## src/rtl/bit_serializer.sv

```systemverilog
// MSB-first parallel-to-serial converter with optional gap-free frame repeat.
// The serial bit, busy, done and bit_cnt are all driven straight from flops.
module bit_serializer #(
  parameter int WIDTH = 8
) (
  input  logic             clk,
  input  logic             reset,
  input  logic             load,
  input  logic [WIDTH-1:0] din,
  input  logic             en,
  input  logic             rpt,
  output logic             x,
  output logic             busy,
  output logic             done,
  output logic [3:0]       bit_cnt
);

  typedef enum logic [1:0] {
    IDLE  = 2'd0,
    SHIFT = 2'd1,
    DONE  = 2'd2
  } state_t;

  localparam logic [3:0] LAST = 4'(WIDTH - 1);

  state_t           state, state_n;
  logic [WIDTH-1:0] sreg, sreg_n;
  logic [WIDTH-1:0] hold, hold_n;
  logic [3:0]       cnt_n;
  logic             x_n, busy_n, done_n;

  always_ff @(posedge clk) begin
    if (reset) begin
      state   <= IDLE;
      sreg    <= '0;
      hold    <= '0;
      bit_cnt <= '0;
      x       <= 1'b0;
      busy    <= 1'b0;
      done    <= 1'b0;
    end else begin
      state   <= state_n;
      sreg    <= sreg_n;
      hold    <= hold_n;
      bit_cnt <= cnt_n;
      x       <= x_n;
      busy    <= busy_n;
      done    <= done_n;
    end
  end

  // Output flops are loaded with the value they must show after the edge,
  // so x is the next MSB of the shift register, not the current one.
  always_comb begin
    state_n = state;
    sreg_n  = sreg;
    hold_n  = hold;
    cnt_n   = bit_cnt;
    x_n     = x;
    busy_n  = busy;
    done_n  = 1'b0;
    case (state)
      SHIFT: begin
        busy_n = 1'b1;
        if (en) begin
          if (bit_cnt == LAST) begin
            done_n = 1'b1;
            cnt_n  = '0;
            if (rpt) begin
              sreg_n = hold;
              x_n    = hold[WIDTH-1];
            end else begin
              state_n = DONE;
              busy_n  = 1'b0;
              x_n     = 1'b0;
            end
          end else begin
            sreg_n = {sreg[WIDTH-2:0], 1'b0};
            cnt_n  = bit_cnt + 4'd1;
            x_n    = sreg[WIDTH-2];
          end
        end
      end
      default: begin
        // IDLE and DONE behave alike: DONE only exists to mark the gap cycle.
        state_n = IDLE;
        x_n     = 1'b0;
        busy_n  = 1'b0;
        cnt_n   = '0;
        if (load) begin
          sreg_n  = din;
          hold_n  = din;
          state_n = SHIFT;
          x_n     = din[WIDTH-1];
          busy_n  = 1'b1;
        end
      end
    endcase
  end

endmodule

```

## config.mk

```make
export PLATFORM = sky130hd
export DESIGN_NAME = bit_serializer
export DESIGN_NICKNAME = d
export VERILOG_FILES = /design/src/rtl/bit_serializer.sv
export SDC_FILE = /design/constraint.sdc
export NUM_CORES = 1
export LEC_CHECK = 0
export BUFFER_PORTS_ARGS = -buffer_cell sky130_fd_sc_hd__buf_2
export CORE_MARGIN = 2
export CORE_UTILIZATION = 50
export CTS_BUF_LIST = sky130_fd_sc_hd__clkbuf_4
export CTS_CLUSTER_SIZE = 8
export DETAILED_ROUTE_END_ITERATION = 10
export GPL_ROUTABILITY_DRIVEN = 0
export PLACE_DENSITY = 0.75
export SETUP_SLACK_MARGIN = 0.3
export SYNTH_ARGS = -nofsm -noshare
export SYNTH_HDL_FRONTEND = slang
export SYNTH_SLANG_ARGS = --single-unit
```

## constraint.sdc

```tcl
create_clock -name clk -period 1.5 [get_ports clk]
set_clock_uncertainty 0.1 [all_clocks]
set_input_delay 0.15 -clock clk [delete_from_list [all_inputs] [get_ports clk]]
set_output_delay 0.15 -clock clk [all_outputs]
set_load 0.02 [all_outputs]
```

# Yosys cells after proc, flatten, opt, wreduce, memory -nomap -nowiden
# Index checks and enable logic that the tools add are counted.
# totals
reg_bits,24
latch_bits,0
ram_bits,0
romBits,0
out_inout_bits,7
n_memories,0
# classes
n_addsub,1
multipliers,0
n_div,0
magnitude_cmp,0
eq_ne,6
n_shift,0
mux,22
bitwise,2
reduce_logical,6
# op_table
operator,n
7-bit two-way mux,5
1-bit two-way mux,12
2-bit two-way mux,4
"2-bit != test, second input constant",3
3-bit AND reduction,2
"4-bit by 1-bit adder with 4-bit output, second input constant",1
"4-bit by 3-bit equality test with 1-bit output, second input constant",1
4-bit two-way mux,1
"3-bit != test, second input constant",1
3-bit OR reduction,1
"2-bit by 1-bit equality test with 1-bit output, second input constant",1
1-bit NOT,2
2-bit AND reduction,1
2-bit nonzero test,1
2-bit OR reduction,1

# Longest topological paths before layout
# Gate-level depths: netlist of run 1.
# logic_depth
ltp_word,4
ltp_mapped,6
depth_no_buf,5

# Worst setup path before layout of run 1
# Ideal clock, no wire load.
# synth_path
kind,register to register
from,register bit_cnt[0]
to,register sreg[5]
t_arrival_ns,1.454
t_required_ns,1.304
setup_slack_ns,-0.150
path_stages_with_launch,7
n_path_buf,1
period_less_slack_ns,1.650
cell_sequence,dfxtp_1 ha_1 and4bb_4 a2bb2oi_2 buf_6 nand3b_1 o41ai_2
# synth_via
elab_chain_cells,4
word_cells_on_any_way,6
cone_classes,eq/ne: 2; mux: 3; reduce/logical: 1
# synth_lines
item,line_no,rtl
start: declaration,15,output logic [3:0] bit_cnt
start signal: assignment,45,bit_cnt <= cnt_n;
4-bit by 3-bit equality test with 1-bit output (*),66,if (bit_cnt == LAST) begin
7-bit two-way mux,66,
7-bit two-way mux,65,if (en) begin
7-bit two-way mux,62,case (state)
end signal: assignment,43,sreg <= sreg_n;
end: declaration,27,"logic [WIDTH-1:0] sreg, sreg_n;"
# Every way passes the cells marked *; elsewhere a longest branch is shown, timed or not. The select of a mux whose other input is x is not followed.
# A chain may end at the register's enable or synchronous reset.

# Final worst setup path of run 1
# layout_path
from,register bit_cnt[0]
to,register sreg[2]
# Same word-level chain as after synthesis.

==> impl_metrics.ini, run 1 <==
[route]
detail-route-antenna-nets = 0
drt_iter0_drc = 26
vias = 1135
drc = 0
wl_per_cell_um = 16.94
drt-pass1-iter-count = 4
via_per_inst = 5.791
finalWirelength_mm = 3.320

[sta]
worst_slew_pin_slew_ns = 0.4877
fmax_mhz = 655.6
relSlewSlack = 0.6748
timing.final.crit_period_ns = 1.525
period_share = 1.017
hold_ws_ns = 0.01124
finalHoldViolCount = 0
layout_setup_ws_ns = -0.02541
maxSlewViolCount = 0
setup_viol = 4
rsz0062_at_grt = true

[critical_path]
start_kind = flop
ff2ff_setup_slack_ns = -0.03
path_class = reg2reg
cp_max_fo = 6
worst_setup_path_end_kind = flop
cp_data_required_time_ns = 1.63
arrival_ns = 1.66

[grt]
grt_pass1_wl_mm = 5.050
grt_pass1_vias = 1111
antenna_found_initial = 0
grt_start_max_net_pins = 27
grtUsageTotal = 0.2591
overflow = 0

[yosys]
synth-xor-area-share = 0.007684
synth_adder_area_share = 0.01098
synth_fp_nets = 142
syn_inst = 128
synthSimpleGateAreaFrac = 0.2569
synth_seq_cells = 24
synth_cell_type_count = 26
synth_top_family_by_area = simple AND/OR/NAND/NOR gates
synth_compound_area_frac = 0.2294
avgSynthCellArea_um2 = 8.905
netlist_area_um2 = 1140
yosysSeqAreaShare = 0.4215
synthMuxAreaShare = 0.01756
synth.yosys.warnings = 0

[die]
die_h_um = 51.75
core-area_um2 = 2191
io-pin-count = 20
die_x_um = 51.75
initial_core_util = 0.5203
rows = 17
dieArea_um2 = 2678

[clock_tree]
clk_pin_slew_ns = 0.13
cts_tree = built
cts.sinks = 24
clockBufferDepth = 2
worst_skew_pair.late_latency_ns = 0.32
h-tree-depth = 1
cts_buffers = 3
cts-root-buf = clkbuf_4

[cells_and_area]
layout_commonest_cell = dfxtp_1
antennaDiodeCount = 0
final_cell_count_no_fill = 196
fin_area_um2 = 1633
fill_cells = 150
area_growth_pct = 43.25
fin_nets = 183
drive_gt1_frac = 0.4345
final-seq-area_um2 = 494.2
finish.utilization = 0.7453
final_cell_mix = 19 x dfxtp_1, 16 x buf_2, 13 x nor2_1
multiInputGateArea_um2 = 732.0

[power_and_ir_drop]
ir_worst_vdd_mv = 0.6610
p_leak_nw = 0.6741
power_density_nw_per_um2 = 779.9

[placement]
detailedPlace.worstSlack_ns = -0.1108
post-dp-hpwl_mm = 1.827
postPlaceCellArea_um2 = 1348
placed_cells = 177
port_buffers = 19

[run_status]
violations = negative setup slack
status = complete, but fails checks

[min_path]
min_path_type = in2reg

[flow_run]
cap_violations = 0
cells in the mapped netlist:
cell | number | area (um^2)
a21o_1 | 6 | 45.04
a21oi_1 | 17 | 85.08
a2bb2oi_2 | 1 | 15.01
a311oi_1 | 1 | 8.760
and3b_1 | 1 | 8.760
and4bb_4 | 1 | 16.27
buf_2 | 3 | 15.01
buf_4 | 2 | 15.01
buf_6 | 2 | 22.52
clkbuf_1 | 3 | 11.26
dfxtp_1 | 24 | 480.5
ha_1 | 1 | 12.51
mux2i_1 | 2 | 20.02
nand2_1 | 15 | 56.30
nand2b_1 | 2 | 12.51
nand3_1 | 11 | 55.05
nand3b_1 | 9 | 67.56
nand4_1 | 1 | 6.260
nor2_1 | 14 | 52.55
nor2b_1 | 1 | 6.260
nor3_1 | 1 | 5.000
o2bb2ai_1 | 2 | 17.52
o41ai_1 | 1 | 8.760
o41ai_2 | 5 | 81.33
or3_1 | 1 | 6.260
xor2_1 | 1 | 8.760
worst paths after layout:
check | from | endpoint | depth (start not counted)
worst min register to register | hold[5] | hold[5] | 2
worst min-delay path | din[7] | x | 3
worst max register to register | bit_cnt[0] | sreg[2] | 5
worst max-delay path | bit_cnt[0] | sreg[2] | 5
critical path, stage by stage (launching register included):
cell and delay (ns):
dfxtp_4 0.39, ha_4 0.15, and4bb_4 0.31, a2bb2oi_4 0.26, nand3b_1 0.15, o41ai_2 0.08
layer usage:
metal / GRT usage / part of all wire / vias to the layer above
li1: - / - / 546
met3: 0.02874 / 0.032 / 9
met2: 0.4466 / 0.52 / 33
met4: 0.1360 / 0.020 / 0
met5: 0 / 0 / -
met1: 0.3159 / 0.43 / 547
metrics by stage:
step	setup TNS, ns	power [mW]
after floorplan	0	0.8675
after global placement	-0.2309	0.9208
after detailed placement	-0.4921	0.9306
after CTS	0	1.245
after global routing	-0.3596	1.320
final	-0.07553	1.273
report_power, final:
group | switching (mW) | internal, mW
combinational | 0.152 | 0.130
clock | 0.195 | 0.0975
sequential | 0.0266 | 0.673
kinds of logic (layout without fill, tap and decap cells):
group | count (synthesis) | count (layout)
XOR/XNOR | 1 | 1
multiplexers | 2 | 2
AND/OR/NAND/NOR | 57 | 58
adder cells (fa/ha/maj) | 1 | 1
flip-flops | 24 | 24
buffers and inverters | 10 | 48
AO/OA/AOI/OAI | 33 | 34
state kept, by name, summed over array words and instances (netlist names):
signal	count
x	1
done	1
hold	8
state	2
sreg	7
bit_cnt	4
busy	1
what timing repair did:
action,in CTS,in global routing
cloned,2,0
resized for setup,21,12
hold endpoints to repair,8,0
hold buffers,7,0
pin swaps,8,7
buffers inserted,2,4
setup endpoints to repair,24,28
final cells by class:
class                   instances  area share
multi-input cells              96      0.4483
well taps                      28     0.02146
flip-flops and latches         24      0.3027
repair buffers                 44      0.2115
clock inverters                 1    0.002299
clock buffers                   3     0.01379
Power figures use the tool's default switching activity.
==> inputs of run 2 (changes only) <==
- SETUP_SLACK_MARGIN: 0.3 -> 0.2
==> run 2 against run 1 <==
  * The run now ends clean
  * Critical path type unchanged
  * Power grew 12%
  * Highest routed layer unchanged
  * Non-clock buffer count decreased by 3
  * Sequential power barely moved
==> impl_metrics.ini, run 2 (synthesis gave the netlist of run 1 again) <==
[run_status]
status = finished clean

[route]
detail-route-antenna-nets = 0
vias = 1130
via_per_inst = 5.885
finalWirelength_mm = 2.804
drc = 0
wl_per_cell_um = 14.60
drt_iter0_drc = 38
drt-pass1-iter-count = 4

[cells_and_area]
fin_nets = 179
regMostFlops = hold
antennaDiodeCount = 0
largest_register_ffs = 8
final_cell_mix = 19 x dfxtp_1, 19 x buf_2, 14 x nand2_1
multiInputGateArea_um2 = 710.7
biggestRegsByFlops = hold x8, sreg x7, bit_cnt x4
final-seq-area_um2 = 491.7
finish.utilization = 0.7207
final_cell_count_no_fill = 192
drive_gt1_frac = 0.4085
fill_cells = 153
area_growth_pct = 38.53

[critical_path]
arrival_ns = 1.59
start_kind = flop
path_cells = ha_4 -> and3b_2 -> buf_6 -> nand3b_1 -> nand2_1 -> a21oi_1
cpMaxStageDelayCell = dfxtp_4
cp_max_fo = 8
timing.critical_path.slowest_cell_delay_ns = 0.39
r2r-start = bit_cnt[1]
worst_setup_path_end_kind = flop
crit_start = bit_cnt[1]
cp_data_required_time_ns = 1.59
path_class = reg2reg

[grt]
grt_start_max_net_pins = 27
met1_usage = 0.2995
grtUsageTotal = 0.2260
grt_pass1_wl_mm = 4.526
antenna_found_initial = 0
grt_pass1_vias = 981
top_usage_layer = met2
overflow = 0
use_met2 = 0.3697
use_met3 = 0.02874

[power_and_ir_drop]
power_mw = 1.432
power_density_nw_per_um2 = 906.9
p_leak_nw = 0.6569
ir_worst_vdd_mv = 0.4921

[sta]
rsz0062_at_grt = true
hold_ws_ns = 0.01407
period_share = 0.9998
maxSlewViolCount = 0
worst_slew_pin_slew_ns = 0.4867
relSlewSlack = 0.6756
timing.final.crit_period_ns = 1.500
fmax_mhz = 666.8
setup_viol = 0
finalHoldViolCount = 0
layout_setup_ws_ns = 0.0002478

[clock_tree]
clockBufferDepth = 2
clk_pin_slew_ns = 0.14
worst_skew_pair.late_latency_ns = 0.32
cts_buffers = 3
h-tree-depth = 1
cts_tree = built
cts-root-buf = clkbuf_4
cts.sinks = 24

[die]
initial_core_util = 0.5203
core-area_um2 = 2191
die_x_um = 51.75
die_h_um = 51.75
dieArea_um2 = 2678
io-pin-count = 20
rows = 17

[placement]
port_buffers = 19
detailedPlace.worstSlack_ns = -0.1242
placed_cells = 176
post-dp-hpwl_mm = 1.771

[min_path]
min_path_type = in2reg
min-delay-start = din[7]

[flow_run]
cap_violations = 0
-- run 2: changes by cell type in the layout (fill, tap and decap cells not counted), sizes merged --
| cell | change |
|---|---|
| and3b | -1 |
| bufinv | +1 |
| buf | -3 |
| clkinv | -1 |
-- run 2: final cells by class --
cell class	instances	share of cell area
sequential	24	0.3114
tap	28	0.02219
timing repair buffer	41	0.1830
clock buffer	3	0.01426
clock inverter	1	0.01902
multi-input combinational	95	0.4501
-- run 2: timing repair --
| item | in CTS | in global routing |
|---|---|---|
| endpoints found under the hold margin | 8 | 0 |
| gates resized for setup | 13 | 5 |
| setup endpoints to repair | 21 | 21 |
| setup buffers | 2 | 2 |
| hold buffers | 7 | 0 |
| pin swaps | 4 | 9 |
| gates cloned | 1 | 0 |
-- run 2: where the power goes --
group          total, mW  internal (mW)  switching (mW)
clock              0.472          0.270           0.202
combinational      0.260          0.120           0.140
sequential         0.700          0.674          0.0252
total               1.43           1.06           0.368
-- run 2: final timing paths --
| kind | endpoint | slack, ns | depth (start not counted) |
|---|---|---|---|
| setup / recovery | state[0] | 0.0002 | 6 |
| hold / removal | hold[7] | 0.01 | 3 |
| setup reg to reg | state[0] | 0.0002 | 6 |
| hold reg to reg | hold[5] | 0.37 | 2 |
-- run 2: routing by layer --
metal,vias to the layer above,wire [um],part of all wire
met5,-,0,0
met4,0,32,0.011
met1,556,1256,0.45
met2,38,1402,0.50
met3,4,113,0.040
li1,532,-,-
-- run 2: critical path: cells and delay by family, from the launching register on --
kind / cells / cell delay (ns)
flip-flops: 1 / 0.39
adder cells (fa/ha/maj): 1 / 0.14
AND/OR/NAND/NOR: 3 / 0.54
buffers and inverters: 1 / 0.14
AO/OA/AOI/OAI: 1 / 0.07
-- run 2: metrics by stage --
step,cell area (um^2),setup TNS (ns)
after global routing,1579,-0.3505
after global placement,1340,-0.1972
after detailed placement,1340,-0.4920
after floorplan,1195,0
after CTS,1549,0
final,1579,0
==> inputs of run 3 (changes only) <==
- MAX_ROUTING_LAYER: unset -> met4
==> run 3 against run 2 <==
  * Register-to-register slack is essentially flat
  * Global-route usage grew 0.60 points
  * Critical path depth is the same
  * Clock power is essentially flat
  * Cell count is the same
  * Utilization grew 0.11 points
==> impl_metrics.ini, run 3 (synthesis gave the netlist of run 1 again) <==
[run_status]
status = finished clean

[cells_and_area]
final_cell_count_no_fill = 192
final_cell_mix = 19 x dfxtp_1, 19 x buf_2, 13 x nand2_1
largest_register_ffs = 8
antennaDiodeCount = 0
finish.utilization = 0.7219
area_growth_pct = 38.75
biggestRegsByFlops = hold x8, sreg x7, bit_cnt x4
fin_nets = 179
fin_area_um2 = 1582
drive_gt1_frac = 0.4146
regMostFlops = hold

[grt]
overflow = 0
grt_pass1_vias = 983
grt_pass1_wl_mm = 4.540
grt_start_max_net_pins = 27
antenna_found_initial = 0
grtUsageTotal = 0.2320

[power_and_ir_drop]
p_leak_nw = 0.6576
power_mw = 1.431
seq_power_share = 0.489
combPwrFrac = 0.182
ir_worst_vdd_mv = 0.4922
power_density_nw_per_um2 = 905.0
pwr-share-clk = 0.329
p_int_mw = 1.064
netSwitchingFraction = 0.2564
p_sw_uw = 367.0

[critical_path]
start_kind = flop
cpMaxStageDelayCell = dfxtp_4
path_cells = ha_4 -> and3b_2 -> buf_6 -> nand3b_1 -> nand2_1 -> a21oi_1
path_class = reg2reg
cp_top_family = simple AND/OR/NAND/NOR gates
cp_data_required_time_ns = 1.59
worst_setup_path_end_kind = flop
timing.critical_path.slowest_cell_delay_ns = 0.39
arrival_ns = 1.59
cp_num_buf_inv = 1
cp_max_fo = 8

[min_path]
min_path_type = in2reg

[route]
drt_iter0_drc = 31
wl_per_cell_um = 14.64
vias = 1113
drc = 0
drt-pass1-iter-count = 4
detail-route-antenna-nets = 0
via_per_inst = 5.797
finalWirelength_mm = 2.811

[die]
io-pin-count = 20
dieArea_um2 = 2678
initial_core_util = 0.5203
die_x_um = 51.75
rows = 17
core-area_um2 = 2191
die_h_um = 51.75

[clock_tree]
cts_buffers = 3
worst_skew_pair.late_latency_ns = 0.32
cts_tree = built
clk_pin_slew_ns = 0.14
h-tree-depth = 1
cts-root-buf = clkbuf_4
cts.sinks = 24
clockBufferDepth = 2

[sta]
layout_setup_ws_ns = 0.008472
maxSlewViolCount = 0
finalHoldViolCount = 0
fin_setup_tns_ns = 0
timing.final.crit_period_ns = 1.492
setup_viol = 0
fmax_mhz = 670.5
period_share = 0.9944
relSlewSlack = 0.6781
rsz0062_at_grt = true
hold_ws_ns = 0.01817
worst_slew_pin_slew_ns = 0.4829

[placement]
placed_cells = 176
port_buffers = 19
post-dp-hpwl_mm = 1.771
detailedPlace.worstSlack_ns = -0.1242
postPlaceCellArea_um2 = 1340

[flow_run]
cap_violations = 0
[run 3: worst register-to-register path, delay by kind of cell, from the launching register on]
kind                       cells  cell delay, ns
and+or+nand+nor                3            0.54
DFF                            1            0.39
adders and majority gates      1            0.14
buffers and inverters          1            0.14
AOI/OAI and AO/OA              1            0.07
[run 3: final timing paths]
| path | startpoint | end | slack, ns | cells after the start |
|---|---|---|---|---|
| max | bit_cnt[1] | state[0] | 0.008 | 6 |
| min reg2reg | hold[5] | hold[5] | 0.37 | 2 |
| min | din[7] | hold[7] | 0.02 | 3 |
| max reg2reg | bit_cnt[1] | state[0] | 0.008 | 6 |
[run 3: power by group through the flow]
stage                     logic [mW]  clock network [mW]  registers (mW)
final                          0.260               0.471           0.700
after global routing           0.284               0.505           0.703
after CTS                      0.254               0.477           0.698
after detailed placement       0.218                   0           0.711
after global placement         0.212                   0           0.709
after floorplan                0.155                   0           0.713
[run 3: timing repair]
action | CTS | global route
gates resized for setup | 13 | 6
endpoints found under the setup margin | 21 | 22
hold buffers | 7 | 0
buffers inserted | 2 | 2
pin swaps | 4 | 9
gates cloned | 1 | 0
hold endpoints to repair | 8 | 0
[run 3: layer usage]
| layer | GRT usage | vias up | part of all wire |
|---|---|---|---|
| li1 | - | 531 | - |
| met1 | 0.2958 | 544 | 0.45 |
| met2 | 0.3739 | 34 | 0.50 |
| met3 | 0.02874 | 4 | 0.038 |
| met4 | 0.09649 | 0 | 0.011 |
| met5 | - | - | 0 |
[run 3: cell type report]
class                           count  area (um^2)
Tap cell                           28        35.03
Fill cell                         152        609.3
Multi-Input combinational cell     95        713.2
Clock buffer                        3        22.52
Timing Repair Buffer               41        289.0
Sequential cell                    24        491.7
Clock inverter                      1        30.03
